===== src/rtl/inst_fetch_pkg.sv =====
// Shared types and constants for the instruction-fetch stage and its icache.
package inst_fetch_pkg;

    localparam int ADDR_LEN          = 32;
    localparam int INST_LEN          = 32;
    localparam int ICACHE_INDEX_BITS = 6;
    localparam logic [INST_LEN-1:0] ZERO_WORD = '0;

    typedef enum logic {
        F_RUN  = 1'b0,
        F_MISS = 1'b1
    } fetch_state_t;

    // Sequential fetch advance; 32-bit modulo so 32'hFFFF_FFFC wraps to 0.
    function automatic logic [ADDR_LEN-1:0] next_pc(input logic [ADDR_LEN-1:0] pc);
        return pc + 32'd4;
    endfunction

endpackage


===== src/rtl/inst_fetch_if.sv =====
// Fetch port between the IF stage (master) and mem_ctrl (slave).
interface inst_fetch_if;
    import inst_fetch_pkg::*;

    // if_request is a level held by IF until mem_ctrl answers with a one-cycle
    // if_enable pulse; if_inst is meaningful only while if_enable=1, and IF drops
    // if_request combinationally in that same cycle so no second fetch starts.
    logic [ADDR_LEN-1:0] if_addr;
    logic                if_request;
    logic [INST_LEN-1:0] if_inst;
    logic                if_enable;

    modport master (output if_addr, output if_request, input if_inst, input if_enable);
    modport slave  (input if_addr, input if_request, output if_inst, output if_enable);

endinterface


===== src/rtl/inst_fetch_icache.sv =====
// Direct-mapped, one-word-per-line instruction cache: combinational lookup,
// one synchronous fill port, valid bits cleared asynchronously by rst.
module inst_fetch_icache
    import inst_fetch_pkg::*;
#(
    parameter int INDEX_BITS = ICACHE_INDEX_BITS,
    localparam int TAG_BITS  = ADDR_LEN - INDEX_BITS - 2,
    localparam int LINES     = 1 << INDEX_BITS
) (
    input  logic                  clk,
    input  logic                  rst,
    input  logic [INDEX_BITS-1:0] idx,
    input  logic [TAG_BITS-1:0]   tag,
    output logic                  hit,
    output logic [INST_LEN-1:0]   data,
    input  logic                  wr_en,
    input  logic [INST_LEN-1:0]   wr_data
);

    logic [LINES-1:0]    valid;
    logic [TAG_BITS-1:0] tag_mem  [LINES];
    logic [INST_LEN-1:0] data_mem [LINES];

    always_ff @(posedge clk or posedge rst) begin
        if (rst) begin
            valid <= '0;
        end else if (wr_en) begin
            valid[idx] <= 1'b1;
        end
    end

    // Tag/data need no reset: a line is only read through its valid bit.
    always_ff @(posedge clk) begin
        if (wr_en) begin
            tag_mem[idx]  <= tag;
            data_mem[idx] <= wr_data;
        end
    end

    assign hit  = valid[idx] && (tag_mem[idx] == tag);
    assign data = data_mem[idx];

endmodule


===== src/rtl/inst_fetch.sv =====
// IF stage: holds the PC, looks it up in the icache, fetches misses from
// mem_ctrl and delivers (pc, inst) to the IF/ID latch. Jumps abort any fetch.
module inst_fetch
    import inst_fetch_pkg::*;
#(
    parameter int                  INDEX_BITS = ICACHE_INDEX_BITS,
    parameter logic [ADDR_LEN-1:0] RESET_PC   = 32'h0
) (
    input  logic                clk,
    input  logic                rst,
    input  logic                rdy,
    input  logic                stall,
    input  logic                jump_or_not,
    input  logic [ADDR_LEN-1:0] jump_addr,
    inst_fetch_if.master        mem,
    output logic [ADDR_LEN-1:0] id_pc,
    output logic [INST_LEN-1:0] id_inst,
    output logic                id_valid,
    output fetch_state_t        state_dbg
);

    localparam int TAG_BITS = ADDR_LEN - INDEX_BITS - 2;

    fetch_state_t        state_q, state_d;
    logic [ADDR_LEN-1:0] pc_q, pc_d;
    logic [ADDR_LEN-1:0] id_pc_d;
    logic [INST_LEN-1:0] id_inst_d;
    logic                id_valid_d;
    logic                req;
    logic                fill;
    logic                hit;
    logic [INST_LEN-1:0] line_data;
    logic                unused_pc_bits;

    assign unused_pc_bits = ^pc_q[1:0];

    inst_fetch_icache #(.INDEX_BITS(INDEX_BITS)) u_icache (
        .clk     (clk),
        .rst     (rst),
        .idx     (pc_q[INDEX_BITS+1:2]),
        .tag     (pc_q[ADDR_LEN-1:INDEX_BITS+2]),
        .hit     (hit),
        .data    (line_data),
        .wr_en   (fill && rdy),
        .wr_data (mem.if_inst)
    );

    // Priority: jump > stall > hit/miss/fill. During F_MISS the PC is the
    // pending fetch address, so the fill index/tag come straight from pc_q.
    always_comb begin
        state_d    = state_q;
        pc_d       = pc_q;
        id_pc_d    = id_pc;
        id_inst_d  = id_inst;
        id_valid_d = id_valid;
        req        = 1'b0;
        fill       = 1'b0;
        if (jump_or_not) begin
            pc_d       = jump_addr;
            id_valid_d = 1'b0;
            state_d    = F_RUN;
        end else begin
            case (state_q)
                F_RUN: begin
                    if (!stall) begin
                        if (hit) begin
                            id_pc_d    = pc_q;
                            id_inst_d  = line_data;
                            id_valid_d = 1'b1;
                            pc_d       = next_pc(pc_q);
                        end else begin
                            req        = 1'b1;
                            id_valid_d = 1'b0;
                            state_d    = F_MISS;
                        end
                    end
                end
                F_MISS: begin
                    if (mem.if_enable) begin
                        fill    = 1'b1;
                        state_d = F_RUN;
                        if (!stall) begin
                            id_pc_d    = pc_q;
                            id_inst_d  = mem.if_inst;
                            id_valid_d = 1'b1;
                            pc_d       = next_pc(pc_q);
                        end
                    end else begin
                        req = 1'b1;
                    end
                end
                default: state_d = F_RUN;
            endcase
        end
    end

    always_ff @(posedge clk or posedge rst) begin
        if (rst) begin
            state_q  <= F_RUN;
            pc_q     <= RESET_PC;
            id_pc    <= '0;
            id_inst  <= ZERO_WORD;
            id_valid <= 1'b0;
        end else if (rdy) begin
            state_q  <= state_d;
            pc_q     <= pc_d;
            id_pc    <= id_pc_d;
            id_inst  <= id_inst_d;
            id_valid <= id_valid_d;
        end
    end

    assign mem.if_addr    = pc_q;
    assign mem.if_request = req && !rst;
    assign state_dbg      = state_q;

endmodule


===== src/flat_wrapper.sv =====
// flat-port wrapper written by rule: the top's interface ports become plain ports
module inst_fetch_flat import inst_fetch_pkg::*;
#(
    parameter int                  INDEX_BITS = ICACHE_INDEX_BITS,
    parameter logic [ADDR_LEN-1:0] RESET_PC   = 32'h0
)
  (clk, rst, rdy, stall, jump_or_not, jump_addr, id_pc, id_inst, id_valid, state_dbg, mem_if_addr, mem_if_request, mem_if_inst, mem_if_enable);
  inst_fetch_if mem_i ();
  input  logic clk;
  input  logic rst;
  input  logic rdy;
  input  logic stall;
  input  logic jump_or_not;
  input  logic [ADDR_LEN-1:0] jump_addr;
  output logic [ADDR_LEN-1:0] id_pc;
  output logic [INST_LEN-1:0] id_inst;
  output logic id_valid;
  output fetch_state_t state_dbg;
  output wire logic [$bits(mem_i.if_addr)-1:0] mem_if_addr;
  output wire logic [$bits(mem_i.if_request)-1:0] mem_if_request;
  input wire logic [$bits(mem_i.if_inst)-1:0] mem_if_inst;
  input wire logic [$bits(mem_i.if_enable)-1:0] mem_if_enable;
  assign mem_if_addr = mem_i.if_addr;
  assign mem_if_request = mem_i.if_request;
  assign mem_i.if_inst = mem_if_inst;
  assign mem_i.if_enable = mem_if_enable;
  inst_fetch #(.INDEX_BITS(INDEX_BITS), .RESET_PC(RESET_PC)) u_core (.clk(clk), .rst(rst), .rdy(rdy), .stall(stall), .jump_or_not(jump_or_not), .jump_addr(jump_addr), .mem(mem_i), .id_pc(id_pc), .id_inst(id_inst), .id_valid(id_valid), .state_dbg(state_dbg));
endmodule

===== config.mk =====
export PLATFORM = sky130hd
export DESIGN_NAME = inst_fetch_flat
export DESIGN_NICKNAME = d
export VERILOG_FILES = /design/src/rtl/inst_fetch_pkg.sv /design/src/rtl/inst_fetch_if.sv /design/src/rtl/inst_fetch_icache.sv /design/src/rtl/inst_fetch.sv /design/src/flat_wrapper.sv
export SDC_FILE = /design/constraint.sdc
export NUM_CORES = 2
export LEC_CHECK = 0
export CELL_PAD_IN_SITES_DETAIL_PLACEMENT = 0
export CELL_PAD_IN_SITES_GLOBAL_PLACEMENT = 1
export CORE_ASPECT_RATIO = 0.7
export CORE_MARGIN = 5
export CORE_UTILIZATION = 54
export CTS_CLUSTER_DIAMETER = 80
export CTS_CLUSTER_SIZE = 16
export DETAILED_ROUTE_END_ITERATION = 10
export PLACE_DENSITY = 0.78
export REMOVE_ABC_BUFFERS = 1
export SYNTH_ARGS = -nofsm -noshare
export SYNTH_HDL_FRONTEND = slang
export SYNTH_HIERARCHICAL = 1
export SYNTH_SLANG_ARGS = --single-unit

===== constraint.sdc =====
create_clock -name clk -period 8.3 [get_ports clk]
set_input_delay 1.66 -clock clk [delete_from_list [all_inputs] [get_ports clk]]
set_output_delay 1.66 -clock clk [all_outputs]
set_load 0.005 [all_outputs]

After elaboration in Yosys (flattened, before gate mapping)
Memory sizes are Yosys's and may differ from the RTL's.
Index checks and enable logic that the tools add are counted.
- muxes and demuxes: 36
- reduce and logical (&&, ||, !) cells: 8
- order comparisons: 2
- add/sub/neg operators: 1
- eq/ne operators: 9
- bitwise logic cells: 3
- operators by type and width (kind ; count):
    two-way mux 32 bit ; 13
    case mux 32 bit (2 select lines) ; 3
    bitwise OR 64 bit ; 1
    adder 32 x 3 -> 32 bit, second input constant ; 1
    == test 24 bit ; 1
    two-way mux 1 bit ; 16
    != test 3 bit, second input constant ; 3
    less-than comparator 6 x 7 -> 1 bit, second input constant ; 1
    binary-select mux 1 bit (select 6 bit) ; 1
    demux 1 bit (select 6 bit) ; 1
    greater-or-equal comparator 6 x 1 -> 1 bit, second input constant ; 1
    != test 2 bit, second input constant ; 3
    AND reduction 6 bit ; 1
    AND reduction 5 bit ; 1
    logical AND 1 bit ; 4
    case mux 1 bit (2 select lines) ; 2
    AND reduction 4 bit ; 1
    != test 3 x 2 -> 1 bit, second input constant ; 1
    != test 2 x 1 -> 1 bit, second input constant ; 1
    NOT 1 bit ; 2
    zero test 1 bit ; 1
- RAM bits: 3584
- output and inout bits: 99
- memories: 2
- word-level logic and storage cells: 67
- register bits after elaboration: 162
- memory list (memory ; depth ; width ; read ports ; clocked after memory_dff ; write ports ; line ; text):
    u_core.u_icache.data_mem ; 64 ; 32 ; 1 ; 0 ; 1 ; inst_fetch_icache.sv:22 ; logic [INST_LEN-1:0] data_mem [LINES];
    u_core.u_icache.tag_mem ; 64 ; 24 ; 1 ; 0 ; 1 ; inst_fetch_icache.sv:21 ; logic [TAG_BITS-1:0] tag_mem [LINES];

Logic depth before layout (Yosys ltp)
- depth in word-level cells: 8
- mapped depth: 22

Modules after synthesis
The synthesis kept the hierarchy.
- modules (own cells, without submodules) (module ; sequential area each (um^2) ; cells each ; times used ; area each (um^2)):
    inst_fetch_icache ; 109224.8 ; 7121 ; 1 ; 135373.6
    inst_fetch ; 2452.4 ; 527 ; 1 ; 4832.1

Worst setup path before layout
Ideal clock, no wire load.
- path type: in2reg
- from: input jump_or_not
- to: register u_core.u_icache.valid[29]
- arrival time: 7.202 ns
- stages on the path: 8
- required time: 8.212 ns
- library setup time: 0.088 ns
- path buffers: 4
- setup slack: 1.009 ns
- path through: clkbuf_1 > buf_2 > buf_1 > nor3_1 > clkbuf_1 > nand2_1 > nor3_1 > or2_2
- cells in the longest elaborated chain, start to end: 2
- RTL lines (item ; line ; text):
    start, declared ; flat_wrapper.sv:13 ; input logic jump_or_not;
    two-way mux 1 bit ; inst_fetch.sv:58 ; if (jump_or_not) begin
    logical AND 1 bit ; inst_fetch.sv:44 ; .wr_en (fill && rdy),
    end signal, assigned ; inst_fetch_icache.sv:26 ; valid <= '0;
    end signal, assigned by index ; inst_fetch_icache.sv:28 ; valid[idx] <= 1'b1;
    end, declared ; inst_fetch_icache.sv:20 ; logic [LINES-1:0] valid;
No other way between the ends.
A chain may end at the register's enable or synchronous reset.

Worst setup path after layout
- from: register u_core.pc_q[7] (netlist: u_core/mem.if_addr[7])
- to: output mem_if_request
- cells in the longest elaborated chain, start to end: 8
- elaborated cells between the ends (all ways): 10
- those cells by class: eq/ne (1); mux (6); reduce/logical (2); memory (1)
- RTL lines (item ; line ; text):
    start, declared ; inst_fetch.sv:25 ; logic [ADDR_LEN-1:0] pc_q, pc_d;
    start signal, assigned ; inst_fetch.sv:106 ; pc_q <= pc_d;
    memory (64 x 24 bit) / binary-select mux 1 bit (select 6 bit) (equally long branches) ; - ;
    == test 24 bit / two-way mux 1 bit (equally long branches) ; inst_fetch_icache.sv:40 ; assign hit = valid[idx] && (tag_mem[idx] == tag);
    logical AND 1 bit (*) ; inst_fetch_icache.sv:40 ;
    via u_core.hit ; inst_fetch.sv:31 ; logic hit;
    two-way mux 1 bit (*) ; inst_fetch.sv:66 ; if (hit) begin
    two-way mux 1 bit (*) ; inst_fetch.sv:65 ; if (!stall) begin
    case mux 1 bit (2 select lines) (*) ; inst_fetch.sv:63 ; case (state_q)
    two-way mux 1 bit (*) ; inst_fetch.sv:58 ;
    logical AND 1 bit (*) ; inst_fetch.sv:114 ; assign mem.if_request = req && !rst;
    end, declared ; flat_wrapper.sv:20 ; output wire logic [$bits(mem_i.if_request)-1:0] mem_if_request;
The timed path passes the listed nets; every way through them passes the cells marked *. The select of a mux whose other input is x is not followed.

==> flow_metrics.env <==
export IMPL_outcome="finished, violations left"
export IMPL_slew_headroom=-0.1795
export IMPL_grt_pass1_wl_um=665400
export IMPL_finalSetupTns_ns=0
export IMPL_numPlacedInstances=11150
export IMPL_finalHoldWorstSlack_ns=0.4720
export IMPL_start_util=0.5429
export IMPL_timing_final_crit_period_ns=8.233
export IMPL_cts_inserted_buffers=276
export IMPL_io_pins=169
export IMPL_endpoint_kind="output pin"
export IMPL_hold_class="reg2reg"
export IMPL_utilization=0.6023
export IMPL_io_buffers=168
export IMPL_fin_ws_ns=0.06717
export IMPL_stdcell_count=11550
export IMPL_mappedNetlistArea_um2=140200
export IMPL_firstDrtPassIters=8
export IMPL_worst_ep_required_time_ns=6.64
export IMPL_cts_htree_levels=5
export IMPL_drc=0
export IMPL_drive_gt1_frac=0.1479
export IMPL_vias=86240
export IMPL_clkSinkCount=3746
export IMPL_drtAntennaViolNets=0
export IMPL_worstMarginPinSlew_ns=1.769
export IMPL_synth_edff_count=3584
export IMPL_fp_dieW_um=619.0
export IMPL_holdPathEnd="u_core/u_icache/valid[51]"
export IMPL_ys_warnings_count=6
export IMPL_min_delay_path_depth=1
export IMPL_yosysUniqueCellTypes=83
export IMPL_final_cell_mix="edfxtp_1, a22oi_1, buf_4, clkbuf_16, mux2i_1"
export IMPL_worstSkewPairLatency_ns=0.89
export IMPL_rsz0062_at_grt="no"
export IMPL_drv_cap=2
export IMPL_finalSetupViolations=0
export IMPL_drt_total_wl_um=490500
export IMPL_min_from="u_core/u_icache/valid[51]"
export IMPL_crit_arrival_ns=6.57
export IMPL_slew_violations=39
export IMPL_grt_start_max_net_pins=109
export IMPL_place_area_um2=147700
export IMPL_reg2reg_to="u_core/mem.if_addr[30]"
export IMPL_violations="max-capacitance violations, max-slew violations"
export IMPL_avgSynthCellArea_um2=18.33
export IMPL_cts_tree="yes"
export IMPL_grt_pass1_vias=80140
export IMPL_period_share=0.9919
export IMPL_cp_start_kind="flop"
export IMPL_antenna_found_initial=29
export IMPL_crit_type="reg2out"
export IMPL_num_nets_final=8025
export IMPL_fillCellCount=18170
export IMPL_post_drt_wl_per_cell_um=42.48
export IMPL_hold_viol=0
export IMPL_place_gp_congestion=0.8778
export IMPL_final_area_um2=155500
export IMPL_p_leak_nw=48.93
export IMPL_crit_fanout=34
export IMPL_synthArstFlopShare=0.04325
export IMPL_yosysSeqAreaShare=0.7965
export IMPL_powerDensity_nw_per_um2=264.2
export IMPL_pre_cts_ws_ns=0.6364
export IMPL_yosys_top_cells_area="edfxtp_1, a22oi_1, dfrtp_1"
export IMPL_cts_clk_slew_worst_paths_ns=0.08
export IMPL_track_usage=0.3552
export IMPL_syn_inst=7648
export IMPL_r2r_setup_slack_ns=1.41
export IMPL_rows=156
export IMPL_r2r_start="u_core/mem.if_addr[7]"
export IMPL_skew_ns=0.05154
export IMPL_netlist_area_leader_share=0.7676
export IMPL_synth_seq_cells=3746
export IMPL_drtIter0Drc=16590
export IMPL_dp_hpwl_um=259500
export IMPL_reg2reg_depth=14
export IMPL_synth_largest_area_cell="edfxtp_1"
export IMPL_die_h_um=436.3
export IMPL_cts_buffer_depth=4
export IMPL_cts_root_buf="clkbuf_16"
export IMPL_synthFlopType="edfxtp_1"
export IMPL_gr_total_overflow=0
export IMPL_ir_drop_v=0.0001902
export IMPL_area_delta_synth_final_pct=10.93
export IMPL_final_common_cell="edfxtp_1"
export IMPL_post_drt_via_cell_ratio=7.469
export IMPL_coreArea_um2=258200
export IMPL_p_total_mw=41.09
export IMPL_dieArea_um2=270100
export IMPL_max_clock_freq_mhz=121.5
-- area by class of cell --
type                            instances  area, um2  area share
Clock inverter                          7      60.06   0.0003861
Sequential cell                      3746     111700      0.7184
Tap cell                             3476       4349     0.02796
Clock buffer                          372       7586     0.04877
Multi-Input combinational cell       3375      26780      0.1722
Inverter                               13      61.31   0.0003942
Timing Repair Buffer                  542       4927     0.03168
Antenna cell                           15      37.54   0.0002413
-- report_power, final --
part | internal (mW) | leakage (nW) | switching [mW]
sequential | 21.1 | 34.3 | 0.267
clock | 6.36 | 3.71 | 6.23
combinational | 2.24 | 10.9 | 4.86
total | 29.7 | 48.9 | 11.4
-- worst max-delay path, cell delays in order (launching register included) --
cell and delay [ns]:
dfrtp_4 0.94, nand2_1 0.79, nor2_4 0.31, buf_4 0.35, buf_4 0.37, o211ai_1 0.27
o21ai_0 0.18, nor4_1 0.11, xor2_1 0.22, nand4_1 0.61, nor4_4 0.59, nor3_1 0.12
nor2_1 0.16, nor3_1 0.08, clkdlybuf4s50_1 0.46
-- metal layers --
layer,vias to the layer above,share of wire,global-route usage
li1,32340,-,-
met3,1468,0.18,0.1322
met2,8536,0.42,0.5003
met4,14,0.053,0.1424
met5,-,0.00018,0
met1,43880,0.35,0.5045
-- cell families (layout without fill, tap and decap cells) --
family                     count (synthesis)  after routing  synth area share
buffers and inverters                    529            934           0.01737
and+or+nand+nor                          810            812           0.02891
muxes                                    507            507           0.04847
other                                      0             15                 0
AOI/OAI and AO/OA                       2032           2032            0.1072
xor gates and xnor gates                  23             23          0.001437
DFF                                     3746           3746            0.7965
adders and majority gates                  1              1        0.00008923
-- synth_stat cells (all sizes together) (92+ instances only) --
cell type	n
a21oi	211
a221oi	241
a22o	114
a22oi	861
a31oi	92
buf	342
clkbuf	174
dfrtp	162
edfxtp	3584
mux2	139
mux2i	245
mux4	123
nand2	221
nand4	99
nor2	208
o21ai	151
-- how the worst max path moves through the flow --
stage	from	to	slack (ns)
global placement	u_core/mem.if_addr[2]	mem_if_request	0.69
finish	u_core/mem.if_addr[7]	mem_if_request	0.07
floorplan	u_core/mem.if_addr[2]	u_core/mem.if_addr[2]	-52.49
detailed placement	u_core/mem.if_addr[2]	mem_if_request	0.64
global route	u_core/mem.if_addr[4]	mem_if_request	0.004
CTS	u_core/mem.if_addr[3]	mem_if_request	0.005
-- state kept, by name, indices dropped and copies added (netlist names) --
register / cells
u_core/u_icache/valid: 64
u_core/state_dbg: 1
u_core/mem.if_addr: 32
u_core/id_valid: 1
u_core/u_icache/data_mem: 2048
u_core/u_icache/tag_mem: 1536
u_core/id_inst: 32
u_core/id_pc: 32
-- what timing repair did --
action	CTS	global route
hold buffers	0	0
gates cloned	1	1
resized for setup	2	2
setup endpoints to repair	1	1
buffers inserted	2	1
pin swaps	2	1
(Power assumes the default switching activity.)
